### config.mk
export PLATFORM = sky130hd
export DESIGN_NAME = dmem_arbiter
export DESIGN_NICKNAME = d
export VERILOG_FILES = /design/src/rtl/dmem_arbiter.sv
export SDC_FILE = /design/constraint.sdc
export NUM_CORES = 1
export LEC_CHECK = 0
export ABC_AREA = 1
export CAP_MARGIN = 10
export CORE_ASPECT_RATIO = 0.5
export CORE_MARGIN = 2
export CORE_UTILIZATION = 20
export CTS_CLUSTER_SIZE = 8
export DETAILED_ROUTE_END_ITERATION = 7
export PLACE_DENSITY = 0.8
export SLEW_MARGIN = 10
export SYNTH_ARGS = -nofsm -noshare
export SYNTH_HDL_FRONTEND = slang
export SYNTH_SLANG_ARGS = --single-unit
### constraint.sdc
create_clock -name clk -period 1.7 [get_ports clk]
set_input_delay 0.34 -clock clk [delete_from_list [all_inputs] [get_ports clk]]
set_output_delay 0.34 -clock clk [all_outputs]
set_load 0.01 [all_outputs]
### src/rtl/dmem_arbiter.sv
// Core/debug arbiter for a single-port data memory with 1-cycle read latency.
// Define DMEM_ARB_RR_EN for round-robin contention; otherwise core has priority.
module dmem_arbiter #(
  parameter int ADDR_W = 10,
  parameter int DATA_W = 32
) (
  input  logic                clk,
  input  logic                rst,

  input  logic                core_req,
  input  logic                core_we,
  input  logic [ADDR_W-1:0]   core_addr,
  input  logic [DATA_W-1:0]   core_wdata,
  input  logic [DATA_W/8-1:0] core_wstrb,
  output logic                core_gnt,
  output logic                core_rvalid,
  output logic [DATA_W-1:0]   core_rdata,

  input  logic                dbg_req,
  input  logic                dbg_we,
  input  logic [ADDR_W-1:0]   dbg_addr,
  input  logic [DATA_W-1:0]   dbg_wdata,
  input  logic [DATA_W/8-1:0] dbg_wstrb,
  output logic                dbg_gnt,
  output logic                dbg_rvalid,
  output logic [DATA_W-1:0]   dbg_rdata,
  input  logic                dbg_lock,

  output logic                mem_en,
  output logic [DATA_W/8-1:0] mem_we,
  output logic [ADDR_W-1:0]   mem_addr,
  output logic [DATA_W-1:0]   mem_wdata,
  input  logic [DATA_W-1:0]   mem_rdata
);

  typedef enum logic [1:0] {
    OWN_NONE,
    OWN_CORE,
    OWN_DBG
  } owner_t;

  owner_t     owner;
  logic [3:0] starve;
  logic       rd_core;
  logic       rd_dbg;

  logic locked;
  logic core_ok;
  logic dbg_first;
  logic rr_dbg;
  logic pick_core;
  logic pick_dbg;

  // Debug wins when starved or holding the lock; otherwise core unless
  // round-robin says it is debug's turn.
  always_comb begin
    locked    = (owner == OWN_DBG) && dbg_lock;
    core_ok   = core_req && !locked;
    dbg_first = (starve == 4'hF) || locked;
`ifdef DMEM_ARB_RR_EN
    rr_dbg    = (owner == OWN_CORE);
`else
    rr_dbg    = 1'b0;
`endif
    pick_core = 1'b0;
    pick_dbg  = 1'b0;
    if (!rst) begin
      if (core_ok && !(dbg_req && (dbg_first || rr_dbg)))
        pick_core = 1'b1;
      else if (dbg_req)
        pick_dbg = 1'b1;
    end
  end

  always_comb begin
    core_gnt  = pick_core;
    dbg_gnt   = pick_dbg;
    mem_en    = pick_core || pick_dbg;
    mem_we    = '0;
    mem_addr  = '0;
    mem_wdata = '0;
    if (pick_core) begin
      mem_we    = core_we ? core_wstrb : '0;
      mem_addr  = core_addr;
      mem_wdata = core_wdata;
    end else if (pick_dbg) begin
      mem_we    = dbg_we ? dbg_wstrb : '0;
      mem_addr  = dbg_addr;
      mem_wdata = dbg_wdata;
    end
  end

  always_ff @(posedge clk or posedge rst) begin
    if (rst) begin
      owner   <= OWN_NONE;
      starve  <= '0;
      rd_core <= 1'b0;
      rd_dbg  <= 1'b0;
    end else begin
      rd_core <= pick_core && !core_we;
      rd_dbg  <= pick_dbg && !dbg_we;
      if (pick_core)
        owner <= OWN_CORE;
      else if (pick_dbg)
        owner <= OWN_DBG;
      // Counts only an unbroken run of denied debug requests.
      if (pick_dbg || !dbg_req)
        starve <= '0;
      else if (starve != 4'hF)
        starve <= starve + 4'd1;
    end
  end

  always_comb begin
    core_rvalid = rd_core;
    dbg_rvalid  = rd_dbg;
    core_rdata  = rd_core ? mem_rdata : '0;
    dbg_rdata   = rd_dbg ? mem_rdata : '0;
  end

endmodule
; ---- Word-level counts from Yosys, hierarchy flattened
; Index checks and enable logic that the tools add are counted.
[totals]
ff_bits = 8
latch_bits = 0
ram_bits = 0
mem_bits_ro = 0
inputBits = 131
out_inout_bits = 115
elab_cells = 43
mem_count = 0
[classes]
add_sub_neg = 1
multipliers = 0
div = 0
n_lt_le_gt_ge = 0
n_eq_ne = 3
shift = 0
mux = 19
bitwise = 0
n_reduce_logical = 16
[op_table]
columns = cell, count
row1 = 2-to-1 mux 32 bit, 4
row2 = 2-to-1 mux 4 bit, 6
row3 = 2-to-1 mux 10 bit, 2
row4 = logical AND 1 bit, 6
row5 = zero test 1 bit, 5
row6 = 2-to-1 mux 1 bit, 5
row7 = adder 4 x 1 -> 4 bit (second input constant), 1
row8 = == test 4 bit (second input constant), 1
row9 = 2-to-1 mux 2 bit, 2
row10 = != test 4 bit (second input constant), 1
row11 = nonzero test 2 bit, 2
row12 = logical OR 1 bit, 3
row13 = == test 2 bit (second input constant), 1

; ---- Longest topological paths before layout
[logic_depth]
ltp_word = 10
mapped_depth = 10
mapped_depth_nobuf = 9

; ---- Worst setup path before layout
; No wires, ideal clock.
[synth_timing]
path_kind = register to output
startpoint = register starve[0]
endpoint = output mem_wdata[10]
arrival_time_ps = 1389
t_required_ps = 1360
setup_slack_ps = -29
stages_incl_launch_ff = 11
path_buffers = 2
cell_sequence = dfrtp_1 -> ha_1 -> nand2_1 -> inv_1 -> nand2_2 -> nand3_4 -> nor2_4 -> buf_6 -> buf_4 -> nand2_1 -> nand2_1
[synth_between]
elab_chain_len = 9
word_cells_on_any_way = 11
classes_between = 1 x eq/ne / 6 x mux / 4 x reduce/logical
[synth_lines]
columns = item, line_no
row1 = start: declaration, 43  ; logic [3:0] starve;
row2 = start signal: assignment, 110  ; starve <= starve + 4'd1;
row3 = == test 4 bit (*), 59  ; dbg_first = (starve == 4'hF) || locked;
row4 = logical OR 1 bit (*), 59
row5 = logical AND 1 bit (*), 68  ; if (core_ok && !(dbg_req && (dbg_first || rr_dbg)))
row6 = zero test 1 bit (*), 68
row7 = logical AND 1 bit (*), 68
row8 = 2-to-1 mux 1 bit, 68
row9 = 2-to-1 mux 1 bit, 67  ; if (!rst) begin
row10 = 2-to-1 mux 32 bit, 86  ; end else if (pick_dbg) begin
row11 = 2-to-1 mux 32 bit (*), 82  ; if (pick_core) begin
row12 = end: declaration, 32  ; output logic [DATA_W-1:0] mem_wdata,
; Mark *: on every way between the ends. The rest lies on a longest branch, timed or not.

; ---- Worst setup path in the final report
[layout_timing]
startpoint = register starve[0]
endpoint = output mem_wdata[21]
; Same word-level chain as after synthesis.

==> flow_summary.json <==
{
  "clk_latency_ns": 0.24,
  "crit_path_cell_trace": "ha_2, nand2_2, inv_2, nand2_2, nand3_4, nor2_4, buf_6, buf_12, buf_16, nand2_1, nand2_1, buf_2",
  "antenna_found_initial": 0,
  "layout-drive-gt1-share": 0.324,
  "grt_max_degree": 20,
  "drt_iter0_drc": 202,
  "synth.cell_area_sq_mm": 0.00151,
  "violations": "setup timing",
  "final-setup-viol-count": 54,
  "drcViolationCount": 0,
  "fin_total_pwr_mw": 1.70,
  "grt_pass1_vias": 2927,
  "boundaryPins": 246,
  "yosysSeqAreaShare": 0.133,
  "die_y_um": 65.4,
  "post-place-cells": 674,
  "start_util": 0.206,
  "slew_headroom": 0.653,
  "finalCritPeriodShare": 1.32,
  "synth_top_family_by_area": "simple AND/OR/NAND/NOR gates",
  "fin_worst_skew_ns": 0.00340,
  "final_cells": 710,
  "maxCapViolations": 0,
  "detail_route.wl_per_cell_um": 15.7,
  "cellPowerDensity_mw_per_mm2": 342,
  "end_kind": "output port",
  "synthXorXnorAreaFrac": 0.00580,
  "core_area_sq_mm": 0.00732,
  "synth-simple-area-share": 0.592,
  "tightest_slew_ns": 0.518,
  "syn2layout_area_growth_pct": 228,
  "fmax_mhz": 445,
  "synth_seq_cells": 8,
  "synthAdderAreaFrac": 0.00829,
  "ant_nets": 0,
  "rrSetupSlack_ns": -0.49,
  "synthCells": 330,
  "port_buffers": 245,
  "r2r-end": "starve[0]$_DFFE_PP0P_",
  "cpPeakStageDelay_ns": 0.38,
  "clockRootBuffer": "clkbuf_16",
  "dr.pass1.iters": 5,
  "worst-setup-path-type": "register to output port",
  "syn_nets": 462,
  "crit_path_top_delay_cell": "dfrtp_1",
  "final_nets": 748,
  "rr_worst_depth": 16,
  "fin_ws_ns": -0.546,
  "die_area_sq_mm": 0.00830,
  "fillers": 588,
  "critPathTopFamily": "buffers and inverters",
  "grt_pass1_wl_mm": 15.0,
  "overflow": 0,
  "p_leak_nw": 3.14,
  "cts_max_level": 1,
  "crit_path_end": "mem_wdata[21]",
  "ys_types": 19,
  "arrival_ns": 1.91,
  "grt_use_total": 0.228,
  "setup_tns_ns": -23.75,
  "num_antenna_cells": 0,
  "crit_start": "starve[0]$_DFFE_PP0P_",
  "vdd_drop_max_uv": 256,
  "clk_pin_slew_ns": 0.04,
  "start_kind": "register",
  "critPathRequiredTime_ns": 1.36,
  "hold_slack_ns": 0.457,
  "cts.path.max_buffers": 2,
  "worstReg2RegStart": "starve[0]$_DFFE_PP0P_",
  "fin_crit_ns": 2.25,
  "finalHoldViolCount": 0,
  "clock-sinks": 8,
  "via_per_inst": 4.38,
  "finalMaxSlewViolations": 0,
  "gp_congestion": 0.826,
  "synth_compound_gate_area_share": 0.0133,
  "wl_mm": 11.2,
  "path_buf_inv": 5,
  "post-route-util": 0.677,
  "yosysWarnings": 0,
  "rows": 22,
  "crit_cells": 12,
  "hp-class": "input port to async pin",
  "dp_hpwl_mm": 6.68,
  "syn_area_per_cell_sq_um": 4.57,
  "die_w_um": 127,
  "status": "complete, but fails checks",
  "rsz0062_at_grt": "yes",
  "numCtsBuffers": 3,
  "vias": 3108,
  "path_max_fanout": 5,
  "tritoncts": "yes",
  "muxShareOfSynthArea": 0
}
## layout by cell type, fill, tap and decap left out, types with 3 or more instances in the layout
cell and n:
dlygate4sd2_1 59, buf_4 24, nor2_1 4, nand2_4 18
buf_2 24, buf_12 7, nand2_1 133, inv_1 70
clkdlybuf4s50_1 129, buf_6 34, inv_2 3, nand3_2 4
clkbuf_16 6, dfrtp_1 6, clkdlybuf4s15_1 5, buf_16 7
nand2_2 58
## layer usage
layer,wire [um],track usage
met1,4160,0.265
met2,5780,0.427
met3,824,0.0399
met4,395,0.0824
met5,0,0
## synth_stat cells, drive strengths merged
| master | n | share of area |
|---|---|---|
| nor2 | 6 | 0.020 |
| clkbuf | 6 | 0.015 |
| inv | 75 | 0.19 |
| nand4 | 2 | 0.0083 |
| o21ai | 4 | 0.013 |
| ha | 1 | 0.0083 |
| nand3 | 8 | 0.035 |
| buf | 9 | 0.045 |
| nand2 | 210 | 0.53 |
| xnor2 | 1 | 0.0058 |
| dfrtp | 8 | 0.13 |
## worst register-to-register path, stage by stage, from the launching register on
cell	delay (ns)
dfrtp_1	0.38
ha_2	0.20
nand2_2	0.08
inv_2	0.05
buf_4	0.12
buf_4	0.12
buf_4	0.13
buf_4	0.12
buf_4	0.12
buf_4	0.12
buf_4	0.12
buf_4	0.12
buf_4	0.13
nand3_2	0.09
inv_2	0.05
nand2_1	0.06
nand2_1	0.05
## report_power, final
| group | internal (mW) | switching, mW | leakage, nW | total (mW) |
|---|---|---|---|---|
| clock | 0.305 | 0.106 | 0.0370 | 0.411 |
| combinational | 0.626 | 0.444 | 3.00 | 1.07 |
| sequential | 0.206 | 0.00963 | 0.101 | 0.215 |
| total | 1.14 | 0.560 | 3.14 | 1.70 |
## registers in the layout (all words and copies together), names as in the netlist
signal and cells:
core_rvalid 1, dbg_rvalid 1, owner 2, starve 4
## worst min path at each step
stage | slack [ns] | from | end | cells after the start
after floorplan | 0.16 | rst | core_rvalid$_DFF_PP0_ | 1
after global placement | 0.49 | owner[1]$_DFFE_PP0P_ | owner[1]$_DFFE_PP0P_ | 2
after detailed placement | 0.52 | owner[1]$_DFFE_PP0P_ | owner[1]$_DFFE_PP0P_ | 2
after CTS | 0.44 | rst | owner[1]$_DFFE_PP0P_ | 3
after global routing | 0.49 | rst | starve[1]$_DFFE_PP0P_ | 3
final | 0.46 | rst | core_rvalid$_DFF_PP0_ | 3
## logic make-up after synthesis
logic type | after synthesis
AND/OR/NAND/NOR | 226
adder cells (fa/ha/maj) | 1
flip-flops | 8
buffers and inverters | 90
AO/OA/AOI/OAI | 4
XOR/XNOR | 1
## cell type report
type	count	area, sq um	share of cell area
timing repair buffer	296	2990	0.604
multi-input combinational	232	1270	0.257
inverter	75	292	0.0588
sequential	8	203	0.0409
tap	96	120	0.0242
clock buffer	3	75.1	0.0152
## through the flow
| stage | instance area [sq um] | setup slack, ns |
|---|---|---|
| after floorplan | 1540 | -0.00218 |
| after global placement | 4200 | -0.759 |
| after detailed placement | 4200 | -0.768 |
| after CTS | 4550 | -0.493 |
| after global routing | 4950 | -0.609 |
| final | 4950 | -0.546 |
## what timing repair did
item,4_1_cts,5_1_grt
setup endpoints to repair,115,73
pin swaps,11,40
gates cloned,8,4
hold buffers,0,0
resized for setup,302,116
buffers inserted,20,3
Note: power is estimated with default switching activity, not from simulation.
